`config.mk`:
```
export PLATFORM = sky130hd
export DESIGN_NAME = io_hex_display
export DESIGN_NICKNAME = d
export VERILOG_FILES = /design/src/rtl/io_hex_display.sv
export SDC_FILE = /design/constraint.sdc
export NUM_CORES = 1
export LEC_CHECK = 0
export ABC_AREA = 1
export CORE_MARGIN = 1.5
export CORE_UTILIZATION = 35
export DETAILED_ROUTE_END_ITERATION = 8
export HOLD_SLACK_MARGIN = 0.1
export SLEW_MARGIN = 20
export SYNTH_ARGS = -nofsm -noshare
export SYNTH_HDL_FRONTEND = slang
export SYNTH_SLANG_ARGS = --single-unit
```
`constraint.sdc`:
```
create_clock -name clk -period 4.75 [get_ports clk]
set_input_delay 0.7125 -clock clk [delete_from_list [all_inputs] [get_ports clk]]
set_output_delay 0.7125 -clock clk [all_outputs]
set_load 0.005 [all_outputs]
```
`src/rtl/io_hex_display.sv`:
```
// Display driver for eight active-low seven-segment digits fed from a CPU output word.
// Converts each captured word to hex or decimal (serial double-dabble) digits.
module io_hex_display #(
  parameter int unsigned WIDTH    = 32,
  parameter bit          LZ_BLANK = 1'b1
) (
  input  logic             clk,
  input  logic             rst_n,
  input  logic [WIDTH-1:0] value,
  input  logic             load,
  input  logic             mode_dec,
  output logic [55:0]      hex_out,
  output logic             busy,
  output logic             done,
  output logic             overflow
);

  localparam int unsigned BcdW = 40;
  localparam int unsigned CntW = $clog2(WIDTH + 1);

  typedef enum logic [1:0] {StIdle, StConv, StOut} state_e;

  state_e           state_q;
  logic [WIDTH-1:0] word_q;
  logic             dec_q;
  logic [BcdW-1:0]  bcd_q;
  logic [CntW-1:0]  cnt_q;
  logic [WIDTH-1:0] pend_word_q;
  logic             pend_dec_q;
  logic             pend_vld_q;
  logic [55:0]      hex_q;
  logic             busy_q;
  logic             done_q;
  logic             ovf_q;

  logic [BcdW-1:0]  bcd_adj;
  logic [BcdW-1:0]  bcd_next;
  logic [55:0]      seg_d;
  logic             ovf_d;
  logic             seen;
  logic [3:0]       digit;
  logic [WIDTH-1:0] take_word;
  logic             take_dec;

  function automatic logic [6:0] seg7(input logic [3:0] d);
    logic [6:0] s;
    case (d)
      4'h0:    s = 7'h40;
      4'h1:    s = 7'h79;
      4'h2:    s = 7'h24;
      4'h3:    s = 7'h30;
      4'h4:    s = 7'h19;
      4'h5:    s = 7'h12;
      4'h6:    s = 7'h02;
      4'h7:    s = 7'h78;
      4'h8:    s = 7'h00;
      4'h9:    s = 7'h10;
      4'hA:    s = 7'h08;
      4'hB:    s = 7'h03;
      4'hC:    s = 7'h46;
      4'hD:    s = 7'h21;
      4'hE:    s = 7'h06;
      default: s = 7'h0E;
    endcase
    return s;
  endfunction

  // Double-dabble step: correct every BCD nibble >= 5 before shifting in the next MSB.
  always_comb begin
    bcd_adj = bcd_q;
    for (int k = 0; k < 10; k++) begin
      if (bcd_q[4*k +: 4] >= 4'd5) bcd_adj[4*k +: 4] = bcd_q[4*k +: 4] + 4'd3;
    end
    bcd_next = (bcd_adj << 1) | {{(BcdW-1){1'b0}}, word_q[WIDTH-1]};
  end

  // Segment pattern for the word currently held; only registered on the OUT edge.
  always_comb begin
    seen  = 1'b0;
    digit = 4'h0;
    seg_d = '1;
    ovf_d = dec_q & (|bcd_q[BcdW-1:32]);
    for (int i = 7; i >= 0; i--) begin
      digit = dec_q ? bcd_q[4*i +: 4] : word_q[4*i +: 4];
      seen  = seen | (digit != 4'h0);
      if (ovf_d)                             seg_d[7*i +: 7] = 7'h3F;
      else if (LZ_BLANK && !seen && (i != 0)) seg_d[7*i +: 7] = 7'h7F;
      else                                   seg_d[7*i +: 7] = seg7(digit);
    end
  end

  // A load coinciding with the OUT edge is newer than the pending slot.
  assign take_word = load ? value    : pend_word_q;
  assign take_dec  = load ? mode_dec : pend_dec_q;

  always_ff @(posedge clk or negedge rst_n) begin
    if (!rst_n) begin
      state_q     <= StIdle;
      word_q      <= '0;
      dec_q       <= 1'b0;
      bcd_q       <= '0;
      cnt_q       <= '0;
      pend_word_q <= '0;
      pend_dec_q  <= 1'b0;
      pend_vld_q  <= 1'b0;
      hex_q       <= '1;
      busy_q      <= 1'b0;
      done_q      <= 1'b0;
      ovf_q       <= 1'b0;
    end else begin
      done_q <= 1'b0;
      unique case (state_q)
        StIdle: begin
          if (load) begin
            word_q  <= value;
            dec_q   <= mode_dec;
            bcd_q   <= '0;
            cnt_q   <= '0;
            busy_q  <= 1'b1;
            state_q <= mode_dec ? StConv : StOut;
          end
        end
        StConv: begin
          if (load) begin
            pend_word_q <= value;
            pend_dec_q  <= mode_dec;
            pend_vld_q  <= 1'b1;
          end
          bcd_q  <= bcd_next;
          word_q <= word_q << 1;
          cnt_q  <= cnt_q + 1'b1;
          if (cnt_q == CntW'(WIDTH - 1)) state_q <= StOut;
        end
        StOut: begin
          hex_q  <= seg_d;
          ovf_q  <= ovf_d;
          done_q <= 1'b1;
          if (load || pend_vld_q) begin
            word_q     <= take_word;
            dec_q      <= take_dec;
            bcd_q      <= '0;
            cnt_q      <= '0;
            pend_vld_q <= 1'b0;
            state_q    <= take_dec ? StConv : StOut;
          end else begin
            busy_q  <= 1'b0;
            state_q <= StIdle;
          end
        end
        default: state_q <= StIdle;
      endcase
    end
  end

  assign hex_out  = hex_q;
  assign busy     = busy_q;
  assign done     = done_q;
  assign overflow = ovf_q;

endmodule

```
==> flow_summary.json, run 1 <==
{
  "status": "finished clean",
  "io_buffers": 94,
  "mappedNetlistNets": 1506,
  "clkTransAtPathRegs_ps": 70,
  "drive_gt1_share_pct": 10.0,
  "synth_seq_area_share_pct": 41.4,
  "cts_setup_buffers": 0,
  "dp.cells": 1838,
  "postRouteAntennaNets": 0,
  "reg2reg_to": "hex_out[13]",
  "n_antenna_cell": 0,
  "die_height_um": 178,
  "synth_async_sr_flop_share_pct": 100,
  "grt_use_total_pct": 17.5,
  "slew_violations": 0,
  "cts_buffers": 17,
  "cts_tree": "built",
  "rows": 63,
  "ios": 95,
  "cts.sinks": 174,
  "post_drt_via_cell_ratio": 5.03,
  "worst_ep_arrival_time_ps": 3320,
  "max_slew_margin_pct": 37.2,
  "grt_start_max_net_pins": 96,
  "routed_wl_um": 26700,
  "hpwl_um": 19000,
  "crit_path_end_kind": "register",
  "dr.pass1.iters": 5,
  "synth-edff-count": 0,
  "min_path_type": "in2async",
  "skew_ps": 13.6,
  "cp_max_fo": 38,
  "finalCritPeriodShare_pct": 61.8,
  "ys.flop_type": "dfrtp_1",
  "synth_largest_area_cell": "dfrtp_1",
  "stdcell_count": 1870,
  "grt_pass1_vias": 8663,
  "finish.utilization_pct": 42.1,
  "grt_first_pass_wirelength_um": 44200,
  "cap_violations": 0,
  "finalSetupViolCount": 0,
  "initial_core_util_pct": 35.8,
  "globalRoute.totalOverflow": 0,
  "final_common_cell": "nand2_1",
  "synth_seq_cells": 174,
  "rr_worst_depth": 12,
  "worst_slew_pin_slew_ps": 932,
  "cts_buffer_depth": 2,
  "cts_hold_buf": 0,
  "critPathLaunchType": "register",
  "antenna_found_initial": 1,
  "drt_iter0_drc": 674,
  "syn_to_final_growth_pct": 17.7,
  "finalCriticalPeriod_ps": 2940,
  "peakVddDrop_mv": 0.370,
  "powerDensity_nw_per_um2": 678,
  "layout_common_cells": "252 x nand2_1, 199 x o21ai_0, 177 x inv_1",
  "syn_inst": 1401,
  "path_class": "reg2reg",
  "hold_viol_final": 0,
  "nNetsFinal": 1572,
  "fin_setup_tns_ps": 0,
  "place_ws_ps": 1820,
  "netlist_area_sq_um": 10700,
  "synth_warnings": 0,
  "syn_area_per_cell_sq_um": 7.62,
  "yosysTopAreaCellShare_pct": 27.6,
  "gp_congestion": 0.884,
  "ys_top_cells_by_area": "dfrtp_1 28%, dfstp_2 14%, o21ai_0 9.3%, nand2_1 8.9%, ha_1 8.1%",
  "synth_cell_type_count": 45,
  "fill_cells": 3001,
  "worstPathRequired_ps": 5130,
  "die_w_um": 178,
  "timing.fmax_ghz": 0.341,
  "insertion_delay_ps": 430,
  "drc_errors": 0,
  "rsz0062_at_grt": "no",
  "dieArea_sq_um": 31600,
  "num_vias": 9406,
  "h-tree-depth": 4,
  "r2r_slack_ps": 1810,
  "clock-root-buffer": "clkbuf_16",
  "core_area_sq_um": 29900,
  "ctsResizeCount": 0,
  "rr_startpoint": "dec_q",
  "leakage_nw": 5.68,
  "wire_per_inst_um": 14.3,
  "final.setup.worst_slack_ps": 1810
}
[kinds of logic after synthesis]
group           synth area share, %
fa+ha+maj                      8.08
buf+inv                        8.77
xor+xnor                      0.820
simple gates                   18.8
compound gates                 22.1
flops                          41.4
[critical path, stage by stage, from the launching register on]
cell	delay (ps)
dfrtp_1	810
buf_4	470
nand2_1	90
o21ai_0	260
ha_1	310
inv_1	70
nor2_1	180
nand3_4	140
nor2_4	150
nand3_2	170
nand2_1	110
nand2_1	50
nand2_1	60
[registers in the layout, summed over array words and instances (netlist names)]
register,count
state_q,2
overflow,1
cnt_q,6
word_q,32
pend_vld_q,1
dec_q,1
pend_dec_q,1
bcd_q,40
done,1
hex_out,56
busy,1
pend_word_q,32
[layout make-up]
type                            instances  area, sq um  area share (%)
Clock buffer                           17          425            3.38
Clock inverter                         15          181            1.44
Inverter                              181          679            5.40
Multi-Input combinational cell        985         5340            42.4
Sequential cell                       174         4420            35.2
Tap cell                              390          488            3.88
Timing Repair Buffer                  108         1040            8.29
[power breakdown]
group,internal (mW),leakage [nW],switching [mW]
registers,2.21,2.14,0.396
clock network,0.837,0.295,0.640
logic,1.70,3.24,2.74
total,4.75,5.68,3.78
[worst max-delay path by stage]
| stage | startpoint | end | cells past startpoint |
|---|---|---|---|
| after floorplan | dec_q | hex_out[13] | 12 |
| after global routing | dec_q | hex_out[13] | 12 |
| after detailed placement | dec_q | hex_out[13] | 12 |
| after CTS | dec_q | hex_out[13] | 12 |
| after global placement | dec_q | hex_out[13] | 12 |
| final | dec_q | hex_out[13] | 12 |
[synthesized netlist by cell type (all sizes together), types with 3 or more instances]
cell	n
nor2	124
clkbuf	46
ha	69
a41oi	3
inv	179
o211ai	9
o22a	5
nor3b	4
nor3	12
o21ai	209
nand2	258
xor2	10
or2	21
o22ai	42
dfrtp	118
dfstp	56
a31oi	18
a21oi	126
o221ai	5
nand3	54
buf	15
[per-layer routing]
| layer | part of all wire (%) | routed length, um | vias up | GRT usage, % |
|---|---|---|---|---|
| met3 | 4.8 | 1290 | 13 | 2.81 |
| li1 | - | - | 4798 | - |
| met2 | 42 | 11200 | 217 | 25.8 |
| met1 | 53 | 14100 | 4378 | 26.5 |
| met5 | 0 | 0 | - | 0 |
| met4 | 0.66 | 176 | 0 | 3.85 |
[per-stage QoR]
step           hold WS, ps  instance area [sq um]  power [mW]
2_1_floorplan          417                  10700        5.57
3_3_place_gp           458                  12000        7.01
3_5_place_dp           460                  12000        7.07
4_1_cts                424                  12600        8.59
5_1_grt                459                  12600        9.35
6_report               379                  12600        8.52
(Power assumes the default switching activity.)
==> run 2: changes to the inputs <==
Clock period 4.75 ns to 2.47 ns, I/O delays scaled along.
==> run 2 against run 1 <==
  * Flip-flop and latch count stayed put
  * Sequential power is 91% higher
  * Worst hold slack got worse by 24 ps
  * Routed wire length up 1.3%
  * Clock skew fell by 3.6 ps
  * Via count is 0.98% higher
  * Final area grew 1.8%
  * Register-to-register slack worse by 1500 ps
  * Non-clock buffer count grew 24
  * Final cell count is 1.3% higher
==> flow_summary.json, run 2 (synthesis gave the netlist of run 1 again) <==
{
  "status": "finished clean",
  "cp_max_fo": 22,
  "r2r_slack_ps": 310,
  "power.internal_mw": 9.40,
  "timing.fmax_ghz": 0.462,
  "fin_setup_tns_ps": 0,
  "grt_start_max_net_pins": 85,
  "cts.sinks": 174,
  "syn_to_final_growth_pct": 19.9,
  "io_buffers": 94,
  "worst_slew_pin_slew_ps": 571,
  "insertion_delay_ps": 430,
  "gp_congestion": 0.899,
  "fill_cells": 2992,
  "pwr-share-comb_pct": 53.9,
  "h-tree-depth": 4,
  "crit_path_end_kind": "register",
  "post_drt_via_cell_ratio": 5.01,
  "grt_use_total_pct": 17.8,
  "ios": 95,
  "drc_errors": 0,
  "power.net_switching_mw": 7.33,
  "place_ws_ps": 298,
  "n_antenna_cell": 0,
  "rows": 63,
  "stdcell_count": 1894,
  "final.setup.worst_slack_ps": 307,
  "final_common_cell": "nand2_1",
  "rsz0062_at_grt": "no",
  "core_area_sq_um": 29900,
  "clkTransAtPathRegs_ps": 70,
  "hp-start": "load",
  "slew_violations": 0,
  "dieArea_sq_um": 31600,
  "hold_depth": 4,
  "cts_buffer_depth": 2,
  "worstPathRequired_ps": 2850,
  "cts_setup_buffers": 0,
  "min_path_type": "in2reg",
  "globalRoute.totalOverflow": 0,
  "postRouteAntennaNets": 0,
  "clock-root-buffer": "clkbuf_16",
  "initial_core_util_pct": 35.8,
  "leakage_nw": 5.80,
  "finalCriticalPeriod_ps": 2160,
  "cts_tree": "built",
  "clkPwrFrac_pct": 16.3,
  "hpwl_um": 19400,
  "netSwitchingFraction_pct": 43.8,
  "cts_buffers": 17,
  "routed_wl_um": 27100,
  "layout_common_cells": "252 x nand2_1, 199 x o21ai_0, 177 x inv_1",
  "grt_first_pass_wirelength_um": 45000,
  "die_w_um": 178,
  "peakVddDrop_mv": 0.612,
  "dr.pass1.iters": 5,
  "p_total_mw": 16.7,
  "finalSetupViolCount": 0,
  "num_vias": 9498,
  "die_height_um": 178,
  "path_class": "reg2reg",
  "skew_ps": 10.0,
  "hold_viol_final": 0,
  "powerDensity_nw_per_um2": 1310,
  "cap_violations": 0,
  "rr_worst_depth": 12,
  "antenna_found_initial": 0,
  "rr_startpoint": "dec_q",
  "critPathLaunchType": "register",
  "reg2reg_to": "hex_out[13]",
  "p_seq_share_pct": 29.8,
  "min_to": "word_q[0]",
  "nNetsFinal": 1596,
  "finalCritPeriodShare_pct": 87.6,
  "max_slew_margin_pct": 61.9,
  "dp.cells": 1861,
  "largest_reg_flops": 56,
  "grt_pass1_vias": 8768,
  "drt_iter0_drc": 687,
  "wire_per_inst_um": 14.3,
  "worst_ep_arrival_time_ps": 2540,
  "hold_slack_ps": 355,
  "drive_gt1_share_pct": 11.2
}
-- run 2: cell count changes in the layout (fill, tap and decap cells not counted), sizes merged --
cell,before,now
buf,16,39
bufinv,3,2
clkinv,6,8
inv,185,182
dlygate4sd3,0,1
clkbuf,17,19
-- run 2: power by group through the flow --
stage | Clock, mW | Combinational [mW] | Sequential, mW
2_1_floorplan | 0 | 5.91 | 4.81
3_3_place_gp | 0 | 8.89 | 5.01
3_5_place_dp | 0 | 8.98 | 5.03
4_1_cts | 2.82 | 9.02 | 4.99
5_1_grt | 2.93 | 10.3 | 5.11
6_report | 2.73 | 9.02 | 4.98
-- run 2: stage by stage --
| stage | area, sq um | utilization [%] |
|---|---|---|
| after floorplan | 10700 | - |
| after global placement | 12200 | 40.9 |
| after detailed placement | 12200 | 40.9 |
| after CTS | 12800 | 42.9 |
| after global routing | 12800 | 42.9 |
| final | 12800 | 42.9 |
-- run 2: layout make-up --
| class | count | area (sq um) | area share [%] |
|---|---|---|---|
| inverters | 181 | 679 | 5.30 |
| clock inverters | 13 | 138 | 1.07 |
| well taps | 390 | 488 | 3.81 |
| flip-flops and latches | 174 | 4420 | 34.5 |
| repair buffers | 132 | 1300 | 10.2 |
| multi-input cells | 985 | 5340 | 41.7 |
| clock buffers | 19 | 443 | 3.46 |
-- run 2: worst max path at each step --
stage | startpoint | end | slack (ps) | cells after the start
final | dec_q | hex_out[13] | 310 | 12
after floorplan | dec_q | hex_out[13] | 20 | 12
after CTS | dec_q | hex_out[13] | 280 | 12
after detailed placement | dec_q | hex_out[8] | 300 | 10
after global placement | dec_q | hex_out[13] | 360 | 12
after global routing | dec_q | hex_out[13] | 50 | 11
-- run 2: metal layers --
layer | vias to the layer above | track usage [%] | routed length [um]
met2 | 228 | 27.0 | 11400
met1 | 4405 | 26.1 | 14000
met3 | 27 | 3.04 | 1330
met4 | 0 | 4.90 | 350
met5 | - | 0 | 0
li1 | 4838 | - | -
-- run 2: what timing repair did --
item                                   in CTS  in global routing
endpoints found under the hold margin      16                  0
hold buffers                                1                  0
gates resized for setup                     0                  0
-- run 2: worst max-delay path, cell delays in order (launching register included) --
cell and delay [ps]:
dfrtp_1 370, buf_4 200, inv_1 270, nand2_1 150, nand2_4 140, nand3_4 100
nor2_4 200, nand3_4 130, nor2_4 160, nand3_2 170, nand2_1 100, nand2_1 50
nand2_1 50
==> run 3: changes to the inputs <==
Settings changed: CORE_MARGIN 1.5 to 5.
==> run 3 against run 2 <==
  * Clock-buffer cell count did not move
  * Global-route usage decreased by 1.3 points
  * Largest cell class unchanged
  * Clock skew fell by 0.66 ps
  * Routed wire length up 1.9%
  * Die area grew 8.0%
  * Non-clock buffer count up 3
  * Fmax down 3.6%
  * Worst hold slack improved by 75 ps
==> flow_summary.json, run 3 (synthesis gave the netlist of run 1 again) <==
{
  "io_buffers": 94,
  "peakVddDrop_mv": 0.565,
  "wire_per_inst_um": 14.5,
  "worstPathRequired_ps": 2830,
  "antenna_found_initial": 0,
  "power.internal_mw": 9.52,
  "cts_tree": "built",
  "fin_setup_tns_ps": 0,
  "critPathLaunchType": "register",
  "finalCriticalPeriod_ps": 2240,
  "p_total_mw": 16.9,
  "largest_reg_flops": 56,
  "h-tree-depth": 4,
  "max_slew_margin_pct": 59.3,
  "postRouteAntennaNets": 0,
  "grt_first_pass_wirelength_um": 46700,
  "worst_slew_pin_slew_ps": 611,
  "cts.sinks": 174,
  "status": "finished clean",
  "hold_viol_final": 0,
  "post_drt_via_cell_ratio": 5.01,
  "nNetsFinal": 1599,
  "die_w_um": 185,
  "fin_area_sq_um": 12900,
  "initial_core_util_pct": 35.2,
  "drive_gt1_share_pct": 11.4,
  "insertion_delay_ps": 430,
  "min_path_type": "in2reg",
  "fill_cells": 3064,
  "hpwl_um": 19900,
  "layout_common_cells": "252 x nand2_1, 199 x o21ai_0, 177 x inv_1",
  "timing.fmax_ghz": 0.446,
  "power.net_switching_mw": 7.35,
  "n_antenna_cell": 0,
  "rows": 64,
  "pwr-share-comb_pct": 53.8,
  "cts_setup_buffers": 0,
  "final.setup.worst_slack_ps": 226,
  "path_class": "reg2reg",
  "gp_congestion": 0.871,
  "dr.pass1.iters": 5,
  "worst_ep_arrival_time_ps": 2600,
  "ios": 95,
  "cts_buffers": 17,
  "clkTransAtPathRegs_ps": 70,
  "crit_path_end_kind": "register",
  "drt_iter0_drc": 652,
  "leakage_nw": 5.83,
  "syn_to_final_growth_pct": 20.6,
  "grt_pass1_vias": 9291,
  "place_ws_ps": 224,
  "clkPwrFrac_pct": 16.6,
  "finalCritPeriodShare_pct": 90.8,
  "rsz0062_at_grt": "no",
  "skew_ps": 9.35,
  "core_area_sq_um": 30300,
  "grt_start_max_net_pins": 66,
  "clock-root-buffer": "clkbuf_16",
  "grt_use_total_pct": 16.5,
  "cts_buffer_depth": 2,
  "globalRoute.totalOverflow": 0,
  "final_common_cell": "nand2_1",
  "cp_max_fo": 13,
  "dpl_cell_area_sq_um": 12300,
  "drc_errors": 0,
  "slew_violations": 0,
  "routed_wl_um": 27600,
  "p_seq_share_pct": 29.5,
  "netSwitchingFraction_pct": 43.6,
  "powerDensity_nw_per_um2": 1310,
  "num_vias": 9534,
  "hold_slack_ps": 430,
  "dieArea_sq_um": 34100,
  "ctsResizeCount": 0,
  "finalSetupViolCount": 0,
  "cap_violations": 0,
  "die_height_um": 185
}
==> run 3: cell types whose count changed in the layout (fill, tap and decap cells not counted) <==
cell	before	now
clkinv_1	3	2
clkinvlp_4	2	3
buf_4	31	32
bufinv_16	2	3
inv_6	3	1
buf_12	6	8
inv_8	0	1
clkbuf_8	1	0
clkbuf_1	1	2
==> run 3: area by class of cell <==
class,count,area (sq um),share of cell area [%]
Timing Repair Buffer,135,1350,10.5
Clock inverter,13,165,1.28
Inverter,181,679,5.27
Clock buffer,19,433,3.36
Tap cell,396,495,3.85
Sequential cell,174,4420,34.3
Multi-Input combinational cell,985,5340,41.4
==> run 3: worst max-delay path, stage by stage (launching register included) <==
cell and delay (ps):
dfrtp_1 410, buf_4 190, o21ai_0 250, ha_1 290, nand3_1 150, nor2_4 200
nand3_4 140, nor2_4 180, nand3_2 170, a21oi_1 190
==> run 3: through the flow <==
step	util (%)	cells
final	42.4	1903
after global placement	40.4	1870
after global routing	42.4	1903
after detailed placement	40.4	1870
after CTS	42.4	1903
after floorplan	-	1401
==> run 3: power groups by stage <==
stage / Combinational (mW) / Clock, mW / Sequential [mW]
2_1_floorplan: 5.91 / 0 / 4.81
3_3_place_gp: 8.93 / 0 / 5.01
3_5_place_dp: 9.08 / 0 / 5.02
4_1_cts: 9.11 / 2.88 / 4.98
5_1_grt: 10.4 / 2.99 / 5.12
6_report: 9.08 / 2.81 / 4.98
==> run 3: timing repair <==
action,CTS,global route
hold endpoints to repair,13,0
endpoints found under the setup margin,0,0
hold buffers,1,0
==> run 3: worst paths after layout <==
path | depth (start not counted) | end | slack, ps | startpoint
worst min register to register | 2 | hex_out[13] | 470 | hex_out[13]
max in group asynchronous | 3 | hex_out[22] | 1160 | rst_n
worst max register to register | 9 | hex_out[9] | 230 | dec_q
worst max-delay path | 9 | hex_out[9] | 230 | dec_q
worst min-delay path | 4 | word_q[0] | 430 | load
min in group asynchronous | 2 | overflow | 510 | rst_n
==> run 3: routing by layer <==
layer	routed length [um]	track usage (%)
met5	0	0
met4	390	4.58
met3	1140	2.45
met2	11800	24.8
met1	14200	24.9
